File: src/rtl/exec_unit_pkg.sv
// rtl/exec_unit_pkg.sv - op codes, flag indices, instruction fields and FSM encoding for exec_unit
package exec_unit_pkg;

    typedef enum logic [2:0] {
        OP_ADD  = 3'b000,
        OP_SUB  = 3'b001,
        OP_AND  = 3'b010,
        OP_OR   = 3'b011,
        OP_XOR  = 3'b100,
        OP_SHL  = 3'b101,
        OP_SHR  = 3'b110,
        OP_PASS = 3'b111
    } alu_op_e;

    typedef enum logic [1:0] {
        NZCV_N = 2'd0,
        NZCV_Z = 2'd1,
        NZCV_C = 2'd2,
        NZCV_V = 2'd3
    } nzcv_idx_e;

    localparam int OP_LSB  = 13;
    localparam int RD_LSB  = 10;
    localparam int RA_LSB  = 7;
    localparam int RB_LSB  = 4;
    localparam int FWE_BIT = 3;

    localparam logic [1:0] ST_IDLE = 2'd0;
    localparam logic [1:0] ST_READ = 2'd1;
    localparam logic [1:0] ST_EXEC = 2'd2;
    localparam logic [1:0] ST_WB   = 2'd3;

    typedef struct packed {
        logic [2:0] op;
        logic [2:0] rd;
        logic [2:0] ra;
        logic [2:0] rb;
        logic       flag_we;
    } instr_t;

endpackage

File: src/rtl/exec_unit_reg_file.sv
// rtl/exec_unit_reg_file.sv - 8x8 register file, two operand reads, one debug read, one write
// R0_ZERO_EN: R0 reads as zero on every port and writes to it are dropped.
module reg_file_8x8 #(
    parameter logic [7:0] RESET_VAL = 8'h00
) (
    input  logic       clk,
    input  logic       rst,
    input  logic       we,
    input  logic [2:0] waddr,
    input  logic [7:0] wdata,
    input  logic [2:0] ra_addr,
    output logic [7:0] ra_data,
    input  logic [2:0] rb_addr,
    output logic [7:0] rb_data,
    input  logic [2:0] dbg_addr,
    output logic [7:0] dbg_data
);

    logic [7:0] mem_q [8];
    logic [7:0] mem_d [8];

    function automatic logic [7:0] read_port(input logic [2:0] addr);
`ifdef R0_ZERO_EN
        return (addr == 3'd0) ? 8'h00 : mem_q[addr];
`else
        return mem_q[addr];
`endif
    endfunction

    assign ra_data  = read_port(ra_addr);
    assign rb_data  = read_port(rb_addr);
    assign dbg_data = read_port(dbg_addr);

    always_comb begin
        mem_d = mem_q;
`ifdef R0_ZERO_EN
        if (we && (waddr != 3'd0)) begin
            mem_d[waddr] = wdata;
        end
`else
        if (we) begin
            mem_d[waddr] = wdata;
        end
`endif
    end

    always_ff @(posedge clk or posedge rst) begin
        if (rst) begin
            for (int i = 0; i < 8; i++) begin
                mem_q[i] <= RESET_VAL;
            end
        end else begin
            mem_q <= mem_d;
        end
    end

endmodule

File: src/rtl/exec_unit.sv
// rtl/exec_unit.sv - four-state (IDLE/READ/EXEC/WB) execution unit driving an external ALU
// Register file behaviour for R0 depends on R0_ZERO_EN (see reg_file_8x8).
module exec_unit
    import exec_unit_pkg::*;
#(
    parameter logic [7:0] REG_RESET_VAL = 8'h00
) (
    input  logic        clk,
    input  logic        rst,
    input  logic [15:0] instr,
    input  logic        instr_valid,
    output logic        instr_ready,
    output logic [7:0]  alu_a,
    output logic [7:0]  alu_b,
    output logic [2:0]  alu_op,
    input  logic [7:0]  alu_result,
    input  logic [3:0]  alu_nzcv,
    output logic [3:0]  flags,
    output logic        done,
    output logic [7:0]  done_data,
    input  logic [2:0]  dbg_addr,
    output logic [7:0]  dbg_data
);

    logic [1:0] state_q, state_d;
    instr_t     instr_q, instr_d, instr_dec;
    logic [7:0] alu_a_q, alu_a_d, alu_b_q, alu_b_d;
    logic [2:0] alu_op_q, alu_op_d;
    logic [7:0] res_q, res_d;
    logic [3:0] nzcv_q, nzcv_d;
    logic [3:0] flags_q, flags_d;
    logic [7:0] rf_a_data, rf_b_data;
    logic       unused_instr_bits;

    assign unused_instr_bits = ^instr[2:0];

    always_comb begin
        instr_dec.op      = instr[OP_LSB +: 3];
        instr_dec.rd      = instr[RD_LSB +: 3];
        instr_dec.ra      = instr[RA_LSB +: 3];
        instr_dec.rb      = instr[RB_LSB +: 3];
        instr_dec.flag_we = instr[FWE_BIT];
    end

    reg_file_8x8 #(
        .RESET_VAL (REG_RESET_VAL)
    ) u_rf (
        .clk      (clk),
        .rst      (rst),
        .we       (state_q == ST_WB),
        .waddr    (instr_q.rd),
        .wdata    (res_q),
        .ra_addr  (instr_q.ra),
        .ra_data  (rf_a_data),
        .rb_addr  (instr_q.rb),
        .rb_data  (rf_b_data),
        .dbg_addr (dbg_addr),
        .dbg_data (dbg_data)
    );

    // The ALU operand registers double as the operand latches: loaded on leaving READ,
    // they then hold their value until the next instruction reaches EXEC.
    always_comb begin
        state_d  = state_q;
        instr_d  = instr_q;
        alu_a_d  = alu_a_q;
        alu_b_d  = alu_b_q;
        alu_op_d = alu_op_q;
        res_d    = res_q;
        nzcv_d   = nzcv_q;
        flags_d  = flags_q;
        case (state_q)
            ST_IDLE: begin
                if (instr_valid) begin
                    state_d = ST_READ;
                    instr_d = instr_dec;
                end
            end
            ST_READ: begin
                state_d  = ST_EXEC;
                alu_a_d  = rf_a_data;
                alu_b_d  = rf_b_data;
                alu_op_d = instr_q.op;
            end
            ST_EXEC: begin
                state_d = ST_WB;
                res_d   = alu_result;
                nzcv_d  = alu_nzcv;
            end
            default: begin
                state_d = ST_IDLE;
                if (instr_q.flag_we) begin
                    flags_d = nzcv_q;
                end
            end
        endcase
    end

    always_ff @(posedge clk or posedge rst) begin
        if (rst) begin
            state_q  <= ST_IDLE;
            instr_q  <= '0;
            alu_a_q  <= 8'h00;
            alu_b_q  <= 8'h00;
            alu_op_q <= 3'b000;
            res_q    <= 8'h00;
            nzcv_q   <= 4'b0000;
            flags_q  <= 4'b0000;
        end else begin
            state_q  <= state_d;
            instr_q  <= instr_d;
            alu_a_q  <= alu_a_d;
            alu_b_q  <= alu_b_d;
            alu_op_q <= alu_op_d;
            res_q    <= res_d;
            nzcv_q   <= nzcv_d;
            flags_q  <= flags_d;
        end
    end

    assign instr_ready = (state_q == ST_IDLE);
    assign alu_a       = alu_a_q;
    assign alu_b       = alu_b_q;
    assign alu_op      = alu_op_q;
    assign flags       = flags_q;
    assign done        = (state_q == ST_WB);
    assign done_data   = res_q;

endmodule

File: config.mk
export PLATFORM = sky130hd
export DESIGN_NAME = exec_unit
export DESIGN_NICKNAME = d
export VERILOG_FILES = /design/src/rtl/exec_unit_pkg.sv /design/src/rtl/exec_unit_reg_file.sv /design/src/rtl/exec_unit.sv
export SDC_FILE = /design/constraint.sdc
export NUM_CORES = 1
export LEC_CHECK = 0
export CAP_MARGIN = 10
export CORE_ASPECT_RATIO = 1.4
export CORE_MARGIN = 10
export CORE_UTILIZATION = 31
export CTS_CLUSTER_SIZE = 10
export DETAILED_ROUTE_END_ITERATION = 6
export GPL_TIMING_DRIVEN = 0
export PLACE_DENSITY = 0.62
export SLEW_MARGIN = 20
export SYNTH_ARGS = -nofsm -noshare
export SYNTH_HDL_FRONTEND = slang
export SYNTH_SLANG_ARGS = --single-unit
File: constraint.sdc
create_clock -name clk -period 4.95 [get_ports clk]
set_input_delay 1.485 -clock clk [delete_from_list [all_inputs] [get_ports clk]]
set_output_delay 1.485 -clock clk [all_outputs]
set_load 0.02 [all_outputs]
==> impl_metrics.toml, run 1 <==
[timing]
final.min_clock_period_ps = 4850
fmax_mhz = 206
grt_setup_unrepaired = "false"
max_slew.worst_pin.slew_ps = 1070
hold_viol_final = 0
fin_ws_ps = 104
finalSetupViolCount = 0
final.hold.worst_slack_ps = 500
worst_slew_margin_rel_pct = 28.6
drv_slew = 0
clock-skew-final_ps = 6.70
post-route-period-util_pct = 97.9

[setup_path]
crit_fanout = 10
regToRegSetupSlack_ps = 2630
cp_data_arrival_time_ps = 3360
timing.critical_path.required_ps = 3460
critical_path_class = "input port to primary output"
worst_setup_path_start_kind = "input port"
critPathCaptureType = "primary output"

[logic_synthesis]
synth.cell_area_sq_um = 6060
post_synth_inst_count = 440
synth-warning-count = 0
synth_fp_nets = 479
yosysUniqueCellTypes = 31
postSynthRegisterBits = 114
synth.avg_cell_area_sq_um = 13.8
yosysSeqAreaShare_pct = 47.1

[global_route]
grt_first_pass_wirelength_mm = 28.3
initial_antenna_violation_count = 0
globalRoute.totalOverflow = 0
grt.total_usage_pct = 14.6
number_of_global_route_vias_before_repair = 4639
pin_count_of_the_biggest_net_entering_global_routing = 74

[placement]
preCtsSetupSlack_ps = 97.5
place_congestion = 0.848
io_buffer_count = 68
placement.cell_area_sq_um = 7080
dp.final_hpwl_mm = 12.3

[power_and_ir_drop]
internal_power_component_mw = 3.55
power_per_cell_area_nw_per_um2 = 745
ir_worst_vdd_mv = 0.287
share_clk_of_total_power_pct = 22.2
netSwitchingFraction_pct = 38.0
pwr-share-seq_pct = 31.7
portion_of_total_power_attributed_to_combinational_logic_pct = 46.1
p_leak_nw = 3.41
power_spent_charging_and_discharging_nets_mw = 2.17

[route]
ant_nets = 0
wirelength_routed_mm = 18.3
route.detailed.vias_per_inst = 5.38
drt_pre_antenna_iters = 5
remaining_drc_errors = 0
detailedRoute.firstIterationViolations = 334
via_count = 4243
detail_route.wl_per_cell_microns = 23.2

[cells_and_area]
final_util_pct = 40.0
multiInputGateArea_sq_um = 3010
fillers = 1882
design.final.nets = 567
synthToLayoutAreaGrowth_pct = 27.0
num_antenna_cells = 0
final_cell_mix = "sky130_fd_sc_hd__dfrtp_1, sky130_fd_sc_hd__mux2_2, sky130_fd_sc_hd__clkdlybuf4s50_1"
final_common_cell = "sky130_fd_sc_hd__dfrtp_1"
area.sequential_sq_um = 2850
drive_above_1_share_pct = 30.3
final_area_sq_um = 7690

[die]
die_x_microns = 138
ioPinCount = 75
core_area_sq_um = 19200
initial_utilization_pct = 31.5
die_height_microns = 185
fp.dieArea_sq_um = 25600
fp-row-count = 60

[clock_tree]
clock-sinks = 114
cts_resized = 0
clock_insertion_delay_worst_skew_ps = 420
cts.root.buffer_cell = "sky130_fd_sc_hd__clkbuf_16"
post_cts_buffers = 0
tritoncts = "yes"
clk_pin_slew_worst_paths_ps = 50
cts-root-to-sink-buffers = 2
cts_buffers = 17
post_cts_hold_buffers = 0
cts.htree.levels = 4

[status]
status = "completed"

[hold_path]
worstHoldPathType = "flip-flop to flip-flop"

[flow_run]
max-cap-violations = 0
## cells by family after synthesis
kind of cell,count (synthesis),synth area share (%)
muxes,168,34.2
DFF,114,47.1
and+or+nand+nor,68,7.29
AOI/OAI and AO/OA,51,7.23
buffers and inverters,34,3.14
adders and majority gates,5,1.03
## power groups by stage
stage / registers, mW / logic [mW] / clock network, mW
global placement: 1.78 / 2.59 / 0
CTS: 1.81 / 2.65 / 1.30
detailed placement: 1.83 / 2.64 / 0
finish: 1.82 / 2.64 / 1.27
global route: 1.89 / 2.81 / 1.35
floorplan: 1.83 / 1.64 / 0
## worst max-delay path: stages
cell and delay [ps]:
sky130_fd_sc_hd__buf_2 260, sky130_fd_sc_hd__buf_2 400, sky130_fd_sc_hd__mux4_2 370, sky130_fd_sc_hd__mux2_4 290
sky130_fd_sc_hd__clkdlybuf4s50_1 550
## state kept, by name, indices dropped and copies added, names as in the netlist
| name | flops |
|---|---|
| state_q | 2 |
| flags | 4 |
| instr_q | 13 |
| alu_b | 8 |
| alu_a | 8 |
| done_data | 8 |
| u_rf.mem_q | 64 |
| alu_op | 3 |
| nzcv_q | 4 |
## synthesized netlist by cell type
master | number | area, sq um
sky130_fd_sc_hd__nand2_1 | 3 | 11.3
sky130_fd_sc_hd__inv_1 | 4 | 15.0
sky130_fd_sc_hd__nand2b_1 | 2 | 12.5
sky130_fd_sc_hd__o21ai_0 | 1 | 5.00
sky130_fd_sc_hd__buf_12 | 1 | 20.0
sky130_fd_sc_hd__o31ai_1 | 1 | 7.51
sky130_fd_sc_hd__mux2_2 | 99 | 1110
sky130_fd_sc_hd__mux2_4 | 5 | 75.1
sky130_fd_sc_hd__a41o_1 | 16 | 160
sky130_fd_sc_hd__mux2i_1 | 48 | 480
sky130_fd_sc_hd__buf_1 | 6 | 22.5
sky130_fd_sc_hd__nand4b_1 | 3 | 26.3
sky130_fd_sc_hd__a22oi_1 | 16 | 120
sky130_fd_sc_hd__nor3_4 | 1 | 16.3
sky130_fd_sc_hd__buf_6 | 2 | 22.5
sky130_fd_sc_hd__a21oi_1 | 1 | 5.00
sky130_fd_sc_hd__ha_1 | 5 | 62.6
sky130_fd_sc_hd__buf_4 | 5 | 37.5
sky130_fd_sc_hd__nand4_1 | 1 | 6.26
sky130_fd_sc_hd__clkbuf_1 | 6 | 22.5
sky130_fd_sc_hd__mux4_1 | 11 | 289
sky130_fd_sc_hd__nor3b_4 | 2 | 37.5
sky130_fd_sc_hd__nor2_1 | 4 | 15.0
sky130_fd_sc_hd__nand3_1 | 16 | 80.1
sky130_fd_sc_hd__nor3_2 | 1 | 10.0
sky130_fd_sc_hd__nand2b_4 | 1 | 13.8
sky130_fd_sc_hd__mux4_2 | 5 | 113
sky130_fd_sc_hd__nor2b_1 | 34 | 213
sky130_fd_sc_hd__dfrtp_1 | 114 | 2850
sky130_fd_sc_hd__buf_2 | 10 | 50.1
sky130_fd_sc_hd__a211o_1 | 16 | 140
## per-layer routing
metal | global-route usage [%] | up-vias | wire length [microns]
met1 | 17.0 | 2164 | 7500
met5 | 0 | - | 0
met3 | 4.43 | 45 | 1320
met4 | 8.11 | 0 | 683
met2 | 23.5 | 174 | 8830
li1 | - | 1860 | -
## through the flow
| step | TNS, ps | power (mW) | instances |
|---|---|---|---|
| 6_report | 0 | 5.73 | 789 |
| 5_1_grt | 0 | 6.05 | 789 |
| 2_1_floorplan | 0 | 3.47 | 440 |
| 3_5_place_dp | 0 | 4.47 | 757 |
| 4_1_cts | 0 | 5.76 | 789 |
| 3_3_place_gp | -138020 | 4.38 | 756 |
## area by class of cell
class / instances / share of cell area, %
plain buffers: 30 / 2.28
clock inverters: 12 / 2.12
inverters: 4 / 0.260
clock buffers: 20 / 5.81
well taps: 248 / 4.04
multi-input cells: 292 / 39.2
flip-flops and latches: 114 / 37.1
repair buffers: 69 / 9.21
## path summary, 6_finish.rpt
check	startpoint	endpoint	cells after the start
max reg2reg	state_q[1]	alu_b[2]	5
max	dbg_addr[1]	dbg_data[3]	5
min in group asynchronous	rst	flags[1]	2
max in group asynchronous	rst	u_rf.mem_q[4]	3
min	instr_q[0]	instr_q[0]	1
min reg2reg	instr_q[0]	instr_q[0]	1
Note: power is estimated with default switching activity, not from simulation.
==> run 2: changes to the inputs <==
--- a/config.mk
+++ b/config.mk
@@ -12,7 +12,7 @@
 export CTS_CLUSTER_SIZE = 10
 export DETAILED_ROUTE_END_ITERATION = 6
 export GPL_TIMING_DRIVEN = 0
-export PLACE_DENSITY = 0.62
+export PLACE_DENSITY = 0.6
 export SLEW_MARGIN = 20
 export SYNTH_ARGS = -nofsm -noshare
 export SYNTH_HDL_FRONTEND = slang
==> run 2 against run 1 <==
Clock skew rose by 4.5 ps. Wire length increased by 2.3%. Core utilization rose by 0.18 points. Design area rose by 0.46%. Via count is essentially flat. Clock power up 6%. Sequential share of layout area fell by 0.17 points. Non-clock buffer count stayed put. Power grew 1.4%. Highest routed layer unchanged.
==> impl_metrics.toml, run 2 (synthesized netlist as in run 1, its figures left out) <==
[clock_tree]
post_cts_hold_buffers = 0
cts_resized = 0
tritoncts = "yes"
post_cts_buffers = 0
clock_insertion_delay_worst_skew_ps = 420
cts_buffers = 17
cts.root.buffer_cell = "sky130_fd_sc_hd__clkbuf_16"
cts.htree.levels = 4
cts-root-to-sink-buffers = 2
clock-sinks = 114
clk_pin_slew_worst_paths_ps = 50

[cells_and_area]
fin_cells = 789
area.sequential_sq_um = 2850
fillers = 1865
design.final.nets = 567
num_antenna_cells = 0
synthToLayoutAreaGrowth_pct = 27.5
max_flop_register = "u_rf.mem_q"
final_util_pct = 40.2
final_cell_mix = "sky130_fd_sc_hd__dfrtp_1, sky130_fd_sc_hd__mux2_2, sky130_fd_sc_hd__clkdlybuf4s50_1"
final_common_cell = "sky130_fd_sc_hd__dfrtp_1"
top_regs = "u_rf.mem_q: 64 flops, instr_q: 13 flops"
largest_register_ff_count = 64
multiInputGateArea_sq_um = 3010
drive_above_1_share_pct = 30.1

[timing]
fin_ws_ps = 84.9
finalSetupViolCount = 0
drv_slew = 0
max_slew.worst_pin.slew_ps = 988
post-route-period-util_pct = 98.3
worst_slew_margin_rel_pct = 33.8
grt_setup_unrepaired = "false"
hold_viol_final = 0
fmax_mhz = 206
clock-skew-final_ps = 11.2
final.min_clock_period_ps = 4870

[setup_path]
cp_data_arrival_time_ps = 3380
max_stage_delay_ps = 540
cp_slowest_cell = "sky130_fd_sc_hd__clkdlybuf4s50_1"
crit_buf_inv = 3
reg2regPathDepth = 5
worst_setup_path_start_kind = "input port"
timing.critical_path.required_ps = 3460
cp_top_family = "buffers and inverters"
worst_path_most_repeated_cell = "sky130_fd_sc_hd__buf_2"
critPathCaptureType = "primary output"
critical_path_class = "input port to primary output"
timing.critical_path.depth = 5
crit_fanout = 10
cp_cell_instances = "buf_2, buf_2, mux4_1, mux2_2, clkdlybuf4s50_1"

[route]
remaining_drc_errors = 0
detail_route.wl_per_cell_microns = 23.8
drt_pre_antenna_iters = 5
via_count = 4239
route.detailed.vias_per_inst = 5.37
wirelength_routed_mm = 18.8
ant_nets = 0
detailedRoute.firstIterationViolations = 294

[global_route]
globalRoute.totalOverflow = 0
pin_count_of_the_biggest_net_entering_global_routing = 64
number_of_global_route_vias_before_repair = 4650
initial_antenna_violation_count = 0
grt_first_pass_wirelength_mm = 28.6
grt.total_usage_pct = 14.7

[die]
die_x_microns = 138
fp-row-count = 60
initial_utilization_pct = 31.5
ioPinCount = 75
core_area_sq_um = 19200
fp.dieArea_sq_um = 25600
die_height_microns = 185

[status]
status = "completed"

[placement]
preCtsSetupSlack_ps = 43.1
place_congestion = 0.853
dp.final_hpwl_mm = 12.6
placed_cells = 757
io_buffer_count = 68

[power_and_ir_drop]
design_power_total_mw = 5.81
p_leak_nw = 3.41
ir_worst_vdd_mv = 0.296
power_per_cell_area_nw_per_um2 = 752

[hold_path]
worstHoldPathType = "flip-flop to flip-flop"
holdPathStages = 1

[flow_run]
max-cap-violations = 0
==> run 2: cell types whose count changed in the layout (fill, tap and decap cells not counted), sizes merged <==
cell,delta
bufinv,+1
clkbuf,+2
clkinv,-4
clkinvlp,+1
==> run 2: path summary, 6_finish.rpt <==
path / start / slack [ps] / end
setup / recovery: dbg_addr[1] / 80 / dbg_data[1]
hold / removal: instr_q[11] / 500 / instr_q[11]
setup reg to reg: state_q[1] / 2640 / alu_a[0]
max in group asynchronous: rst / 2760 / alu_op[2]
hold reg to reg: instr_q[11] / 500 / instr_q[11]
min in group asynchronous: rst / 1490 / done_data[3]
==> run 2: layout make-up <==
type,instances,area share [%]
multi-input cells,292,39.0
flip-flops and latches,114,36.9
repair buffers,69,9.17
clock buffers,22,6.01
well taps,248,4.02
clock inverters,10,2.33
plain buffers,30,2.27
inverters,4,0.259
==> run 2: layer usage <==
metal  share of wire, %  wire length [microns]  global-route usage, %
met1                 41                   7650                   17.1
met2                 51                   9490                   24.8
met3                6.3                   1190                   4.28
met4                2.3                    423                   5.79
met5                  0                      0                      0
==> run 2: through the flow <==
| stage | hold WS [ps] | area, sq um | setup TNS, ps |
|---|---|---|---|
| 6_report | 502 | 7720 | 0 |
| 3_5_place_dp | 493 | 7080 | 0 |
| 2_1_floorplan | 474 | 6060 | 0 |
| 4_1_cts | 503 | 7720 | 0 |
| 5_1_grt | 517 | 7720 | 0 |
| 3_3_place_gp | 483 | 7050 | -141600 |
==> run 2: report_power, final <==
group / switching [mW] / total, mW / internal, mW
Sequential: 0.436 / 1.82 / 1.38
Combinational: 1.32 / 2.65 / 1.32
Clock: 0.425 / 1.34 / 0.916
==> run 3: changes to the inputs <==
--- a/config.mk
+++ b/config.mk
@@ -8,11 +8,11 @@
 export CAP_MARGIN = 10
 export CORE_ASPECT_RATIO = 1.4
 export CORE_MARGIN = 10
-export CORE_UTILIZATION = 31
+export CORE_UTILIZATION = 45
 export CTS_CLUSTER_SIZE = 10
 export DETAILED_ROUTE_END_ITERATION = 6
-export GPL_TIMING_DRIVEN = 0
-export PLACE_DENSITY = 0.6
+export GPL_TIMING_DRIVEN = 1
+export PLACE_DENSITY = 0.77
 export SLEW_MARGIN = 20
 export SYNTH_ARGS = -nofsm -noshare
 export SYNTH_HDL_FRONTEND = slang
==> run 3 against run 2 <==
Global-route usage increased by 2.7 points. Largest power group unchanged. Power decreased by 4.0%. Critical path depth is the same. Clock-buffer cell count is 5 lower. Clock power is 4% lower. Design area decreased by 2.1%. Sequential cell count is the same. Core utilization is 17 points higher.
==> impl_metrics.toml, run 3 (synthesized netlist as in run 1, its figures left out) <==
[status]
status = "completed"

[cells_and_area]
synthToLayoutAreaGrowth_pct = 24.8
top_regs = "u_rf.mem_q: 64 flops, instr_q: 13 flops"
final_cell_mix = "sky130_fd_sc_hd__dfrtp_1, sky130_fd_sc_hd__mux2_2, sky130_fd_sc_hd__clkdlybuf4s50_1"
design.final.nets = 549
final_common_cell = "sky130_fd_sc_hd__dfrtp_1"
max_flop_register = "u_rf.mem_q"
final_util_pct = 57.0
multiInputGateArea_sq_um = 3010
final_area_sq_um = 7560
largest_register_ff_count = 64
fin_cells = 705
num_antenna_cells = 0
fillers = 1102
drive_above_1_share_pct = 30.0
area.sequential_sq_um = 2850

[timing]
setup_total_negative_slack_ps = 0
finalSetupViolCount = 0
max_slew.worst_pin.slew_ps = 1020
drv_slew = 0
fmax_mhz = 206
fin_ws_ps = 92.2
final.hold.worst_slack_ps = 502
clock-skew-final_ps = 6.50
worst_slew_margin_rel_pct = 31.8
post-route-period-util_pct = 98.1
hold_viol_final = 0
final.min_clock_period_ps = 4860
grt_setup_unrepaired = "false"

[global_route]
number_of_global_route_vias_before_repair = 4513
globalRoute.totalOverflow = 0
initial_antenna_violation_count = 0
pin_count_of_the_biggest_net_entering_global_routing = 70
grt.total_usage_pct = 17.3
grt_first_pass_wirelength_mm = 24.8

[hold_path]
worstHoldPathType = "flip-flop to flip-flop"
holdPathStages = 1
endpoint_of_the_worst_hold_path = "flags[1]"
start_point_of_the_worst_hold_path = "nzcv_q[1]"

[route]
remaining_drc_errors = 0
ant_nets = 0
detail_route.wl_per_cell_microns = 22.6
wirelength_routed_mm = 15.9
detailedRoute.firstIterationViolations = 244
route.detailed.vias_per_inst = 5.94
drt_pre_antenna_iters = 5
via_count = 4190

[placement]
dp.final_hpwl_mm = 10.4
placement.cell_area_sq_um = 6940
place_congestion = 0.852
placed_cells = 673
io_buffer_count = 71
preCtsSetupSlack_ps = -134

[clock_tree]
cts-root-to-sink-buffers = 2
post_cts_buffers = 0
cts_buffers = 17
tritoncts = "yes"
cts.htree.levels = 4
cts.root.buffer_cell = "sky130_fd_sc_hd__clkbuf_16"
clock-sinks = 114
post_cts_hold_buffers = 0
clock_insertion_delay_worst_skew_ps = 400
cts_resized = 8
clk_pin_slew_worst_paths_ps = 50

[die]
core_area_sq_um = 13300
initial_utilization_pct = 45.7
die_height_microns = 157
ioPinCount = 75
fp.dieArea_sq_um = 18600
fp-row-count = 50
die_x_microns = 118

[setup_path]
crit_fanout = 9
regToRegSetupSlack_ps = 2710
cp_top_family = "buffers and inverters"
max_stage_delay_ps = 570
crit_buf_inv = 3
critPathCaptureType = "primary output"
cp_data_arrival_time_ps = 3370
r2r_start = "state_q[0]"
critical_path_class = "input port to primary output"
reg2regPathDepth = 4
worst_setup_path_start_kind = "input port"
cp_slowest_cell = "sky130_fd_sc_hd__mux4_1"
capture_point_of_the_worst_reg_to_reg_path = "u_rf.mem_q[53]"
timing.critical_path.required_ps = 3460
cp_cell_instances = "clkdlybuf4s50_1, buf_12, mux4_1, mux2_4, dlygate4sd2_1"

[power_and_ir_drop]
ir_worst_vdd_mv = 0.510
design_power_total_mw = 5.57
power_per_cell_area_nw_per_um2 = 737
p_leak_nw = 3.39

[flow_run]
max-cap-violations = 0
## run 3: cell types whose count changed in the layout (fill, tap and decap cells not counted), sizes merged
cell,before,now
inv,4,6
clkbuf,28,17
buf,25,10
clkinvlp,2,3
clkdlybuf4s50,68,63
bufinv,5,4
dlygate4sd2,0,8
clkinv,3,6
## run 3: how the worst max path moves through the flow
stage	start	end	cells past startpoint
final	dbg_addr[1]	dbg_data[4]	5
after global routing	dbg_addr[0]	dbg_data[1]	5
after CTS	dbg_addr[0]	dbg_data[1]	5
after detailed placement	dbg_addr[0]	dbg_data[1]	5
after global placement	dbg_addr[0]	dbg_data[1]	5
after floorplan	rst	alu_a[0]	1
## run 3: cell type report
cell class                      count  area share, %
Inverter                            4          0.232
Clock inverter                     15           2.76
Tap cell                          182           3.01
Multi-Input combinational cell    292           39.9
Timing Repair Buffer               81           10.8
Clock buffer                       17           5.63
Sequential cell                   114           37.7
## run 3: report_power, final
part | leakage, nW | internal, mW | total (mW) | switching, mW
registers | 1.41 | 1.38 | 1.92 | 0.540
logic | 1.68 | 1.25 | 2.36 | 1.11
clock network | 0.300 | 0.847 | 1.29 | 0.444
## run 3: per-layer routing
metal / track usage [%] / vias up / routed length (microns)
met1: 18.8 / 2155 / 6150
met4: 8.44 / 0 / 492
li1: - / 1826 / -
met5: 0 / - / 0
met2: 30.4 / 167 / 8210
met3: 5.16 / 42 / 1080
